## src/rtl/vro_host.sv

```systemverilog
// ---------------------------------------------------------------------------
// vro_host
//
// Initiator and checker end of the serial vector-reverse stream. A parallel
// vector is latched on start, sent out as a framed burst of LEN beats (one
// DW-bit element per beat, element 0 first), and the burst returned by the
// reverse-ordering engine is captured and checked against the sent vector in
// reverse order. The outcome is reported with a one-cycle done strobe.
//
// Optional feature (compile-time macro VRO_HOST_ERRCNT_EN):
//   When defined, adds the err_beats output carrying the number of returned
//   beats that did not match in the last transaction. Beats that never
//   arrived count as mismatches. When undefined, the port and its counter
//   are absent and everything else behaves the same.
//
// Ports:
//   clk          in   clock, rising edge
//   rst          in   synchronous reset, active-high
//   start        in   request to send vec_in (only looked at in IDLE)
//   vec_in       in   DW*LEN vector, element k at vec_in[DW*k +: DW]
//   busy         out  high from the cycle after start is accepted until the
//                     block returns to IDLE
//   tx_valid     out  outgoing burst valid
//   tx_data      out  outgoing element, 0 while tx_valid is low
//   rx_valid     in   returned burst valid
//   rx_data      in   returned element
//   done         out  one-cycle result strobe
//   pass         out  result: burst matched, no timeout (held until next done)
//   timeout_err  out  result: no return burst arrived (held until next done)
//   err_beats    out  mismatching beat count (VRO_HOST_ERRCNT_EN only)
//   rx_result    out  captured return vector, beat j at rx_result[DW*j +: DW]
// ---------------------------------------------------------------------------
module vro_host #(
  parameter int DW      = 3,
  parameter int LEN     = 6,
  parameter int TIMEOUT = 15
) (
  input  logic                     clk,
  input  logic                     rst,
  input  logic                     start,
  input  logic [DW*LEN-1:0]        vec_in,
  output logic                     busy,
  output logic                     tx_valid,
  output logic [DW-1:0]            tx_data,
  input  logic                     rx_valid,
  input  logic [DW-1:0]            rx_data,
  output logic                     done,
  output logic                     pass,
  output logic                     timeout_err,
`ifdef VRO_HOST_ERRCNT_EN
  output logic [$clog2(LEN+1)-1:0] err_beats,
`endif
  output logic [DW*LEN-1:0]        rx_result
);

  localparam int CW = $clog2(LEN);
  localparam int WW = $clog2(TIMEOUT + 1);
  localparam logic [CW-1:0] LAST_BEAT = CW'(LEN - 1);

  typedef enum logic [2:0] {
    IDLE,
    SEND,
    WAIT,
    RECV,
    REPORT
  } state_t;

  state_t              r_state;
  logic [DW*LEN-1:0]   r_vec;
  logic [CW-1:0]       r_beat;
  logic [WW-1:0]       r_wait;
  logic                r_fail;
  logic                r_busy;
  logic                r_txValid;
  logic [DW-1:0]       r_txData;
  logic                r_done;
  logic                r_pass;
  logic                r_timeoutErr;
  logic [DW*LEN-1:0]   r_rxResult;

  logic [DW-1:0]       w_txElem;
  logic [DW-1:0]       w_expElem;
  logic [DW*LEN-1:0]   w_rxNext;
  logic                w_beatBad;
  logic                w_waitExpired;

  // The one beat counter selects the outgoing element while sending and the
  // capture slot while receiving; the expected return element mirrors it
  // from the far end of the latched vector.
  always_comb begin
    w_txElem  = '0;
    w_expElem = '0;
    w_rxNext  = r_rxResult;
    for (int k = 0; k < LEN; k++) begin
      if (r_beat == CW'(k)) begin
        w_txElem              = r_vec[DW*k +: DW];
        w_expElem             = r_vec[DW*(LEN-1-k) +: DW];
        w_rxNext[DW*k +: DW]  = rx_data;
      end
    end
  end

  assign w_beatBad     = (rx_data != w_expElem);
  assign w_waitExpired = (r_wait == WW'(TIMEOUT));

  // Main sequencer. Every output is a register written here so nothing
  // combinational leaks onto the ports. done is raised on the edge that
  // enters REPORT, so it is visible for exactly the one cycle spent there.
  always_ff @(posedge clk) begin
    if (rst) begin
      r_state      <= IDLE;
      r_vec        <= '0;
      r_beat       <= '0;
      r_wait       <= '0;
      r_fail       <= 1'b0;
      r_busy       <= 1'b0;
      r_txValid    <= 1'b0;
      r_txData     <= '0;
      r_done       <= 1'b0;
      r_pass       <= 1'b0;
      r_timeoutErr <= 1'b0;
      r_rxResult   <= '0;
    end else begin
      r_done    <= 1'b0;
      r_txValid <= 1'b0;
      r_txData  <= '0;
      case (r_state)
        IDLE: begin
          if (start) begin
            r_vec   <= vec_in;
            r_beat  <= '0;
            r_wait  <= '0;
            r_fail  <= 1'b0;
            r_busy  <= 1'b1;
            r_state <= SEND;
          end
        end
        SEND: begin
          r_txValid <= 1'b1;
          r_txData  <= w_txElem;
          if (r_beat == LAST_BEAT) begin
            r_beat  <= '0;
            r_wait  <= '0;
            r_state <= WAIT;
          end else begin
            r_beat <= r_beat + CW'(1);
          end
        end
        WAIT: begin
          if (rx_valid) begin
            r_rxResult <= w_rxNext;
            r_fail     <= r_fail | w_beatBad;
            r_beat     <= r_beat + CW'(1);
            r_state    <= RECV;
          end else if (w_waitExpired) begin
            r_done       <= 1'b1;
            r_pass       <= 1'b0;
            r_timeoutErr <= 1'b1;
            r_state      <= REPORT;
          end else begin
            r_wait <= r_wait + WW'(1);
          end
        end
        RECV: begin
          if (rx_valid) begin
            r_rxResult <= w_rxNext;
            r_fail     <= r_fail | w_beatBad;
            if (r_beat == LAST_BEAT) begin
              r_done       <= 1'b1;
              r_pass       <= ~(r_fail | w_beatBad);
              r_timeoutErr <= 1'b0;
              r_state      <= REPORT;
            end else begin
              r_beat <= r_beat + CW'(1);
            end
          end else begin
            // Burst ended short: treat as a failed transfer.
            r_fail       <= 1'b1;
            r_done       <= 1'b1;
            r_pass       <= 1'b0;
            r_timeoutErr <= 1'b0;
            r_state      <= REPORT;
          end
        end
        REPORT: begin
          r_busy  <= 1'b0;
          r_state <= IDLE;
        end
        default: r_state <= IDLE;
      endcase
    end
  end

`ifdef VRO_HOST_ERRCNT_EN
  localparam int EW = $clog2(LEN + 1);

  logic [EW-1:0] r_errCnt;
  logic [EW-1:0] r_errBeats;
  logic [EW-1:0] w_errNext;
  logic [EW-1:0] w_missing;

  assign w_errNext = r_errCnt + EW'(w_beatBad);
  // On a short burst r_beat holds how many beats were captured.
  assign w_missing = EW'(LEN) - EW'(r_beat);

  // Running mismatch count; the published value is only updated on the
  // edge that raises done, so it lines up with pass/timeout_err.
  always_ff @(posedge clk) begin
    if (rst) begin
      r_errCnt   <= '0;
      r_errBeats <= '0;
    end else begin
      case (r_state)
        IDLE: begin
          if (start) begin
            r_errCnt   <= '0;
            r_errBeats <= '0;
          end
        end
        WAIT: begin
          if (rx_valid) begin
            r_errCnt <= w_errNext;
          end else if (w_waitExpired) begin
            r_errBeats <= EW'(LEN);
          end
        end
        RECV: begin
          if (rx_valid) begin
            r_errCnt <= w_errNext;
            if (r_beat == LAST_BEAT) begin
              r_errBeats <= w_errNext;
            end
          end else begin
            r_errBeats <= r_errCnt + w_missing;
          end
        end
        default: ;
      endcase
    end
  end

  assign err_beats = r_errBeats;
`endif

  assign busy        = r_busy;
  assign tx_valid    = r_txValid;
  assign tx_data     = r_txData;
  assign done        = r_done;
  assign pass        = r_pass;
  assign timeout_err = r_timeoutErr;
  assign rx_result   = r_rxResult;

endmodule

```

## config.mk

```make
export PLATFORM = sky130hd
export DESIGN_NAME = vro_host
export DESIGN_NICKNAME = d
export VERILOG_FILES = /design/src/rtl/vro_host.sv
export SDC_FILE = /design/constraint.sdc
export NUM_CORES = 1
export LEC_CHECK = 0
export ABC_AREA = 1
export CAP_MARGIN = 40
export CORE_UTILIZATION = 25
export CTS_BUF_LIST = sky130_fd_sc_hd__clkbuf_8
export DETAILED_ROUTE_END_ITERATION = 7
export PLACE_DENSITY = 0.51
export SETUP_SLACK_MARGIN = 0.02
export SLEW_MARGIN = 25
export SYNTH_ARGS = -nofsm -noshare
export SYNTH_HDL_FRONTEND = slang
export SYNTH_SLANG_ARGS = --single-unit
export TNS_END_PERCENT = 10
```

## constraint.sdc

```tcl
create_clock -name clk -period 4.8 [get_ports clk]
set_input_delay 1.2 -clock clk [delete_from_list [all_inputs] [get_ports clk]]
set_output_delay 1.2 -clock clk [all_outputs]
set_load 0.02 [all_outputs]
```

* After elaboration in Yosys (flattened, before gate mapping)
Index checks and enable logic that the tools add are counted.
** Cells by class
- Add/subtract/negate cells :: 2
- Eq/ne operators :: 21
- Muxes and demuxes :: 52
- Bitwise operators :: 3
- Reduce and logical (&&, ||, !) cells :: 22
** Operator list (number)
- 3-bit 2-to-1 mux :: 23
- 3-bit case mux with 4 select lines :: 2
- 3-bit AND reduction :: 7
- 1-bit 2-to-1 mux :: 17
- 4-bit 2-to-1 mux :: 4
- 2-bit != test (second input constant) :: 8
- 3-bit by 2-bit equality test with 1-bit output (second input constant) :: 4
- 4-bit case mux with 3 select lines :: 1
- 5-bit AND reduction :: 2
- 3-bit equality test (second input constant) :: 3
- 1-bit case mux with 2 select lines :: 4
- 4-bit AND reduction :: 2
- 3-bit by 1-bit equality test with 1-bit output (second input constant) :: 2
- 3-bit logical NOT :: 2
- 3-bit != test (second input constant) :: 2
- 3-bit nonzero test :: 2
- 4-bit by 1-bit adder with 4-bit output (second input constant) :: 1
- 4-bit equality test (second input constant) :: 1
- 2-bit AND reduction :: 2
- 2-bit nonzero test :: 2
- 4-bit nonzero test :: 1
- 2-bit OR reduction :: 2
- 3-bit by 1-bit adder with 3-bit output (second input constant) :: 1
- 3-bit != test :: 1
- other kinds (3) :: 4
** Word-level totals
- Register bits after elaboration :: 55
- Input bits :: 25
- Output and inout bits :: 26
- Logic and storage cells :: 117

* Logic depth before layout (Yosys ltp)
Gate-level depths: netlist of run 1.
- Depth after elaboration :: 13
- Mapped depth :: 16
- Depth with buffers taken out :: 16

* Least setup slack after synthesis of run 1
OpenSTA, ideal clock, no wires.
- Path kind :: in2reg
- Start :: input rx_valid
- End :: register r_rxResult[16], in the netlist rx_result[16]
- Setup time :: 0.116 ns
- Arrival time :: 2.015 ns
- Required time :: 4.684 ns
- Slack :: 2.669 ns
- Stages :: 7
- Path buffers :: 0
- Path through :: inv_1 > nor2_1 > inv_1 > nor2_1 > inv_1 > nor2_1 > nor2_1
** Between the ends
- Longest elaborated chain between the ends :: 1
** Ends and longest elaborated chain
- from (decl) :: RTL line 45 : input logic rx_valid,
- 3-bit AND reduction (no line)
- to (signal assigned) :: RTL line 151 : r_rxResult <= w_rxNext;
- to (signal assigned) :: RTL line 166 : r_rxResult <= w_rxNext;
- to (decl) :: RTL line 79 : logic [DW*LEN-1:0] r_rxResult;
No other way between the ends.
A chain may end at the register's enable or synchronous reset.

* Final worst setup path of run 1
Same ends and word-level chain as after synthesis.

==> flow_metrics.py, run 1 <==
metrics = {
    "layout": {
        "fillerInstances": 1090,
        "diodes": 0,
        "area_growth_pct": 28.8,
        "nNetsFinal": 453,
        "drive_above_1_share": 0.0496,
        "final_common_cell": "nand2_1",
        "final_area_sq_um": 3350,
        "layout_common_cells": "nand2_1 (62), dfxtp_1 (55), nor2_1 (52), o21ai_0 (50), clkdlybuf4s50_1 (50)",
    },
    "sta": {
        "slew_violations": 0,
        "relSlewSlack": 0.635,
        "tightest_slew_ns": 0.547,
        "rsz0062_at_grt": "no",
        "hold_viol_final": 0,
        "setup_violations": 0,
        "period_needed_ns": 2.65,
        "clock.fmax_ghz": 0.377,
        "setup_tns_ns": 0,
        "finalCritPeriodShare": 0.552,
        "fin_skew_ns": 0.0136,
    },
    "power": {
        "irDropWorstVdd_uv": 191,
        "powerDensity_nw_per_um2": 363,
        "p_leak_nw": 1.33,
    },
    "clock_network": {
        "clock_path_buffers": 2,
        "path_clk_slew_ns": 0.12,
        "cts_tree": "yes",
        "htreeDepth": 2,
        "clkLatencyLatePin_ns": 0.32,
        "root_buffer": "clkbuf_8",
        "cts_resized": 0,
        "cts_num_sinks": 55,
        "postCtsSetupBuffers": 0,
        "hold_buffers": 0,
        "numCtsBuffers": 5,
    },
    "detailed_routing": {
        "wl_per_cell_microns": 12.4,
        "drc": 0,
        "drt_iter0_markers": 129,
        "totalWireLength_microns": 6880,
        "vias": 2480,
        "drtAntennaViolNets": 0,
        "vias_per_cell": 4.46,
        "drtPass1Iterations": 4,
    },
    "worst_setup_path": {
        "endpoint_kind": "register",
        "crit_required_ns": 5.02,
        "r2r_slack_ns": 2.62,
        "cp.arrival_ns": 2.88,
        "cp_slowest_cell": "clkdlybuf4s50_1",
        "worstSetupPathType": "input pin to register",
        "cp_slowest_stage_delay_ns": 0.51,
        "cp-startpoint": "rx_valid",
        "crit_chain": "clkdlybuf4s50_1, inv_1, nor2_1, inv_1, nor2_1, inv_1, nor2_1, nor2_1",
        "critPathLaunchType": "input pin",
        "worstPathMaxFanout": 6,
        "r2r-start": "r_beat[1]",
        "crit_top_cell": "nor2_1",
        "cp_top_family": "buffers and inverters",
        "critPathBufInv": 4,
    },
    "place": {
        "gp_congestion": 0.778,
        "dpl-instance-area_sq_um": 3250,
        "dp_hpwl_microns": 5160,
        "numPortBuffers": 50,
    },
    "die": {
        "floorplan.rows": 36,
        "dieArea_sq_um": 10800,
        "io_pins": 51,
        "dieWidth_microns": 104,
        "die_height_microns": 104,
        "core-area_sq_um": 9910,
        "start_util": 0.263,
    },
    "global_route": {
        "grt_usage": 0.133,
        "gr-usage-met1": 0.184,
        "gr-usage-met3": 0.0244,
        "grt_pass1_wl_microns": 11700,
        "grt_pass1_vias": 2396,
        "antenna_found_initial": 0,
        "overflow": 0,
        "grt_max_degree": 24,
        "grt.busiest_layer": "met2",
        "use_met2": 0.213,
    },
    "synthesis": {
        "synth_cells": 374,
        "synth_fp_nets": 405,
        "synth-seq-cells": 55,
        "synth_top_area_frac": 0.423,
        "synth_cell_types": 27,
        "synth_warnings": 0,
        "synth_largest_area_cell": "dfxtp_1",
        "yosysSeqAreaShare": 0.423,
        "syn_area_per_cell_sq_um": 6.96,
        "synth_area_sq_um": 2600,
        "synth_area_leaders": "dfxtp_1 (42%), o21ai_0 (9.6%), nand2_1 (8.9%)",
    },
    "outcome": {
        "outcome": "complete, no violations",
    },
    "worst_hold_path": {
        "min_from": "r_vec[12]",
        "hold_path_class": "register to register",
    },
    "job": {
        "drv_cap": 0,
    },
}
==> sequential cells by signal, indices dropped and copies added, names as in the netlist <==
| signal | flops |
|---|---|
| busy | 1 |
| done | 1 |
| pass | 1 |
| r_beat | 3 |
| r_fail | 1 |
| r_state | 3 |
| r_vec | 18 |
| r_wait | 4 |
| rx_result | 18 |
| timeout_err | 1 |
| tx_data | 3 |
| tx_valid | 1 |
==> layout make-up <==
cell class              count  area, sq um  share of cell area
flip-flops and latches     55         1100               0.329
inverters                  52          195              0.0583
clock inverters             3         33.8              0.0101
multi-input cells         256         1250               0.374
repair buffers             52          531               0.158
well taps                 133          166              0.0497
clock buffers               5         68.8              0.0205
==> Yosys cell counts <==
library cell,count
ha_1,6
buf_2,2
nor3_1,4
nand2_2,2
nor2_1,52
clkbuf_1,7
a21oi_1,37
a2bb2oi_1,1
a211oi_1,1
nand2_1,62
o21ai_2,1
nand3b_1,1
inv_1,48
nor3b_1,2
buf_1,1
a31oi_1,4
buf_6,1
dfxtp_1,55
xor2_1,1
o211ai_1,6
a21oi_2,1
o21ai_0,50
o21ai_1,1
nand2_4,2
nand3_1,21
inv_2,4
o2111ai_2,1
==> cells by family (layout without fill, tap and decap cells) <==
| group | Yosys count | count (layout) | share of synthesized area |
|---|---|---|---|
| and+or+nand+nor | 146 | 146 | 0.235 |
| AOI/OAI and AO/OA | 103 | 103 | 0.215 |
| buffers and inverters | 63 | 112 | 0.0948 |
| adders and majority gates | 6 | 6 | 0.0289 |
| xor gates and xnor gates | 1 | 1 | 0.00337 |
| DFF | 55 | 55 | 0.423 |
==> through the flow <==
stage	worst slack (ns)	utilization	total power, mW	instances	hold WS (ns)
finish	2.15	0.338	1.22	556	0.478
global route	1.86	0.338	1.31	556	0.489
CTS	2.10	0.338	1.23	556	0.478
detailed placement	1.75	0.328	0.942	548	0.458
global placement	1.59	0.325	0.927	546	0.452
floorplan	2.67	-	0.817	374	0.439
==> path summary, 6_finish.rpt <==
kind                   end  depth (start not counted)
max          rx_result[16]                          8
min              r_vec[12]                          2
max reg2reg      r_wait[3]                          7
min reg2reg      r_vec[12]                          2
==> tightest hold or removal path, cell delays in order, from the launching register on <==
cell and delay [ns]:
dfxtp_1 0.32, inv_1 0.06, a21oi_1 0.05
==> power breakdown <==
group	switching, mW	leakage (nW)	internal (mW)
Combinational	0.243	0.831	0.142
Sequential	0.0320	0.449	0.514
Clock	0.174	0.0515	0.110
Total	0.449	1.33	0.767
==> per-layer routing <==
layer / vias up / routed length [microns]
met5: - / 0
li1: 1312 / -
met1: 1125 / 3450
met4: 0 / 40
met2: 41 / 3130
met3: 2 / 262
Note: power is estimated with default switching activity, not from simulation.
==> run 2: changes to the inputs <==
- PLACE_DENSITY: 0.51 -> 0.52
- clock period: 4.8 -> 2.25 ns (I/O delays scaled with it)
==> run 2 against run 1 <==
Power rose by 120%. Sequential share of layout area is 0.67 points lower. Non-clock buffer count rose by 8. Critical path depth increased by 3. Cell count is 1.4% higher.
==> flow_metrics.py, run 2 (synthesized netlist as in run 1, its figures left out) <==
metrics = {
    "outcome": {
        "outcome": "complete, no violations",
    },
    "worst_setup_path": {
        "worstSetupPathType": "register to register",
        "worstPathMaxFanout": 11,
        "critPathLaunchType": "register",
        "crit_chain": "inv_1, ha_1, nand2_1, buf_4, nor2_1, nor2_1, nand3_1, a21oi_1, o21ai_1, a2bb2oi_1, nor2_1",
        "crit_required_ns": 2.50,
        "crit_top_cell": "nor2_1",
        "endpoint_kind": "register",
        "cp.arrival_ns": 2.19,
        "cp_slowest_cell": "dfxtp_1",
        "cp_slowest_stage_delay_ns": 0.39,
    },
    "sta": {
        "fin_skew_ns": 0.0203,
        "setup_violations": 0,
        "slew_violations": 0,
        "period_needed_ns": 1.93,
        "rsz0062_at_grt": "no",
        "clock.fmax_ghz": 0.517,
        "setup_tns_ns": 0,
        "hold_viol_final": 0,
        "finalCritPeriodShare": 0.859,
        "relSlewSlack": 0.733,
        "tightest_slew_ns": 0.401,
    },
    "layout": {
        "layout_common_cells": "nand2_1 (62), dfxtp_1 (55), nor2_1 (52), o21ai_0 (50), clkdlybuf4s50_1 (50)",
        "drive_above_1_share": 0.0673,
        "fillerInstances": 1073,
        "final_common_cell": "nand2_1",
        "final_core_util": 0.345,
        "nNetsFinal": 461,
        "diodes": 0,
        "area_growth_pct": 31.5,
    },
    "clock_network": {
        "numCtsBuffers": 5,
        "hold_buffers": 0,
        "cts_tree": "yes",
        "root_buffer": "clkbuf_8",
        "clock_path_buffers": 2,
        "cts_num_sinks": 55,
        "cts_resized": 0,
        "postCtsSetupBuffers": 0,
        "htreeDepth": 2,
        "clkLatencyLatePin_ns": 0.33,
        "path_clk_slew_ns": 0.12,
    },
    "detailed_routing": {
        "vias_per_cell": 4.42,
        "totalWireLength_microns": 6840,
        "drc": 0,
        "drtPass1Iterations": 4,
        "vias": 2491,
        "wl_per_cell_microns": 12.1,
        "drtAntennaViolNets": 0,
        "drt_iter0_markers": 102,
    },
    "die": {
        "io_pins": 51,
        "dieWidth_microns": 104,
        "dieArea_sq_um": 10800,
        "core-area_sq_um": 9910,
        "start_util": 0.263,
        "floorplan.rows": 36,
        "die_height_microns": 104,
    },
    "global_route": {
        "grt_pass1_vias": 2459,
        "overflow": 0,
        "antenna_found_initial": 0,
        "grt_usage": 0.134,
        "grt_max_degree": 35,
        "grt_pass1_wl_microns": 11700,
    },
    "power": {
        "irDropWorstVdd_uv": 251,
        "p_leak_nw": 1.37,
        "powerDensity_nw_per_um2": 766,
    },
    "place": {
        "dp_hpwl_microns": 5100,
        "gp_congestion": 0.878,
        "numPortBuffers": 50,
    },
    "job": {
        "drv_cap": 0,
    },
    "worst_hold_path": {
        "hold_path_class": "register to register",
    },
}
## run 2: changes by cell type in the layout (fill, tap and decap cells not counted), sizes merged
cell	before	now
buf	2	10
clkinv	2	1
inv	53	54
## run 2: metal layers
metal | global-route usage | wire (microns)
met5 | 0 | 0
met4 | 0.0520 | 105
met3 | 0.0282 | 333
met2 | 0.196 | 2760
met1 | 0.189 | 3640
## run 2: through the flow
| step | power [mW] | hold slack, ns | worst slack (ns) | instance area [sq um] | instances |
|---|---|---|---|---|---|
| after floorplan | 1.74 | 0.439 | 0.507 | 2600 | 374 |
| after global placement | 2.02 | 0.456 | 0.130 | 3320 | 556 |
| after detailed placement | 2.03 | 0.458 | 0.122 | 3320 | 556 |
| after CTS | 2.65 | 0.477 | 0.298 | 3420 | 564 |
| after global routing | 2.81 | 0.499 | 0.0936 | 3420 | 564 |
| final | 2.62 | 0.478 | 0.317 | 3420 | 564 |
## run 2: final cells by class
class,instances,area (sq um),share of cell area
clock inverters,3,33.8,0.00988
repair buffers,60,601,0.176
inverters,52,195,0.0571
clock buffers,5,68.8,0.0201
well taps,133,166,0.0487
multi-input cells,256,1250,0.367
flip-flops and latches,55,1100,0.322
## run 2: final timing paths
kind	cells past startpoint	start	slack (ns)	to
max	11	r_beat[1]	0.32	r_beat[2]
min	2	rx_result[9]	0.48	rx_result[9]
max reg2reg	11	r_beat[1]	0.32	r_beat[2]
min reg2reg	2	rx_result[9]	0.48	rx_result[9]
## run 2: critical path: cells and delay by family, from the launching register on
| family | cells | cell delay [ns] |
|---|---|---|
| fa+ha+maj | 1 | 0.22 |
| simple gates | 5 | 0.50 |
| flops | 1 | 0.39 |
| buf+inv | 2 | 0.27 |
| compound gates | 3 | 0.48 |
## run 2: power by group
part	leakage, nW	internal (mW)	total [mW]	switching, mW
clock network	0.0519	0.237	0.611	0.374
logic	0.873	0.318	0.843	0.525
registers	0.449	1.10	1.17	0.0705
total	1.37	1.65	2.62	0.969
==> run 3: changes to the inputs <==
- SETUP_SLACK_MARGIN: 0.02 -> 0.1
==> run 3 against run 2 <==
Hold slack unchanged. Routed wire length unchanged. Sequential share of layout area about the same. Die area stayed put. Critical endpoint unchanged. Design area hardly changed. Utilization hardly changed. Flip-flop and latch count stayed put. Sequential power about the same.
==> flow_metrics.py, run 3 (synthesized netlist as in run 1, its figures left out) <==
metrics = {
    "outcome": {
        "outcome": "complete, no violations",
    },
    "worst_setup_path": {
        "worstSetupPathType": "register to register",
        "cp_slowest_cell": "dfxtp_1",
        "worstPathMaxFanout": 11,
        "endpoint_kind": "register",
        "cp_slowest_stage_delay_ns": 0.39,
        "r2r_slack_ns": 0.31,
        "timing.rr.end": "r_beat[2]",
        "r2r_cells": 11,
        "r2r-start": "r_beat[1]",
        "cp.arrival_ns": 2.19,
        "cp-startpoint": "r_beat[1]",
        "crit_path_end": "r_beat[2]",
        "crit_required_ns": 2.50,
        "crit_top_cell": "nor2_1",
        "crit_chain": "inv_1, ha_1, nand2_1, buf_4, nor2_1, nor2_1, nand3_1, a21oi_1, o21ai_1, a2bb2oi_1, nor2_1",
        "critPathLaunchType": "register",
    },
    "layout": {
        "fillerInstances": 1073,
        "area_growth_pct": 31.5,
        "final_common_cell": "nand2_1",
        "final_area_sq_um": 3420,
        "finalNonFillerCells": 564,
        "diodes": 0,
        "final_core_util": 0.345,
        "layout_common_cells": "nand2_1 (62), dfxtp_1 (54), nor2_1 (52), o21ai_0 (50), clkdlybuf4s50_1 (50)",
        "multi_input_area_sq_um": 1250,
        "ff_latch_area_sq_um": 1100,
        "drive_above_1_share": 0.0696,
        "nNetsFinal": 461,
    },
    "sta": {
        "tightest_slew_ns": 0.401,
        "rsz0062_at_grt": "no",
        "whs_ns": 0.478,
        "period_needed_ns": 1.94,
        "relSlewSlack": 0.733,
        "fin_skew_ns": 0.0203,
        "setup_tns_ns": 0,
        "hold_viol_final": 0,
        "clock.fmax_ghz": 0.516,
        "setup_violations": 0,
        "slew_violations": 0,
        "finalCritPeriodShare": 0.861,
    },
    "clock_network": {
        "cts_num_sinks": 55,
        "cts_tree": "yes",
        "root_buffer": "clkbuf_8",
        "clkLatencyLatePin_ns": 0.33,
        "path_clk_slew_ns": 0.12,
        "htreeDepth": 2,
        "numCtsBuffers": 5,
        "clock_path_buffers": 2,
    },
    "detailed_routing": {
        "drtAntennaViolNets": 0,
        "vias_per_cell": 4.42,
        "vias": 2491,
        "drt_iter0_markers": 102,
        "totalWireLength_microns": 6840,
        "wl_per_cell_microns": 12.1,
        "drc": 0,
        "drtPass1Iterations": 4,
    },
    "power": {
        "irDropWorstVdd_uv": 251,
        "p_leak_nw": 1.37,
        "powerDensity_nw_per_um2": 766,
    },
    "die": {
        "start_util": 0.263,
        "io_pins": 51,
        "floorplan.rows": 36,
        "die_height_microns": 104,
        "core-area_sq_um": 9910,
        "dieArea_sq_um": 10800,
        "dieWidth_microns": 104,
    },
    "place": {
        "dp.cells": 556,
        "dp_hpwl_microns": 5100,
        "dpl-instance-area_sq_um": 3320,
        "gp_congestion": 0.878,
        "numPortBuffers": 50,
    },
    "global_route": {
        "grt_max_degree": 35,
        "grt.busiest_layer": "met2",
        "grt_usage": 0.134,
        "use_met2": 0.196,
        "grt_pass1_wl_microns": 11700,
        "gr-usage-met3": 0.0282,
        "antenna_found_initial": 0,
        "grt_pass1_vias": 2459,
        "overflow": 0,
        "gr-usage-met1": 0.189,
    },
    "worst_hold_path": {
        "hold_path_class": "register to register",
    },
    "job": {
        "drv_cap": 0,
    },
}
==> run 3: final cells by class <==
cell class | count | area share
Multi-Input combinational cell | 256 | 0.366
Clock buffer | 5 | 0.0201
Timing Repair Buffer | 60 | 0.176
Tap cell | 133 | 0.0486
Clock inverter | 3 | 0.00988
Sequential cell | 55 | 0.322
Inverter | 52 | 0.0571
==> run 3: stage by stage <==
step	total power [mW]	setup WS [ns]
finish	2.62	0.312
global route	2.81	0.103
CTS	2.65	0.298
detailed placement	2.03	0.122
global placement	2.02	0.130
floorplan	1.74	0.507
==> run 3: worst min-delay path by stage <==
stage,start,end,slack (ns),cells after the start
6_report,rx_result[9],rx_result[9],0.48,2
3_3_place_gp,r_vec[10],r_vec[10],0.46,2
4_1_cts,r_vec[10],r_vec[10],0.48,2
2_1_floorplan,r_vec[10],r_vec[10],0.44,2
5_1_grt,r_vec[1],r_vec[1],0.50,2
3_5_place_dp,rx_result[9],rx_result[9],0.46,2
==> run 3: per-layer routing <==
layer | up-vias | part of all wire | routed length, microns
met5 | - | 0 | 0
met2 | 74 | 0.40 | 2760
met4 | 0 | 0.015 | 105
met1 | 1071 | 0.53 | 3640
li1 | 1339 | - | -
met3 | 7 | 0.049 | 333
==> run 3: critical path: cells and delay by family (launching register included) <==
family	cells	cell delay (ns)
buf+inv	2	0.27
fa+ha+maj	1	0.22
flops	1	0.39
simple gates	5	0.50
compound gates	3	0.48
==> run 3: timing repair <==
item | 4_1_cts | 5_1_grt
resized for setup | 0 | 1
endpoints found under the setup margin | 0 | 1
buffers inserted | 0 | 0
hold buffers | 0 | 0
==> run 3: where the power goes <==
part           total, mW  leakage (nW)  switching (mW)  internal [mW]
Combinational      0.843         0.873           0.525          0.318
Clock              0.611        0.0519           0.374          0.237
Sequential          1.17         0.449          0.0705           1.10
Total               2.62          1.37           0.969           1.65
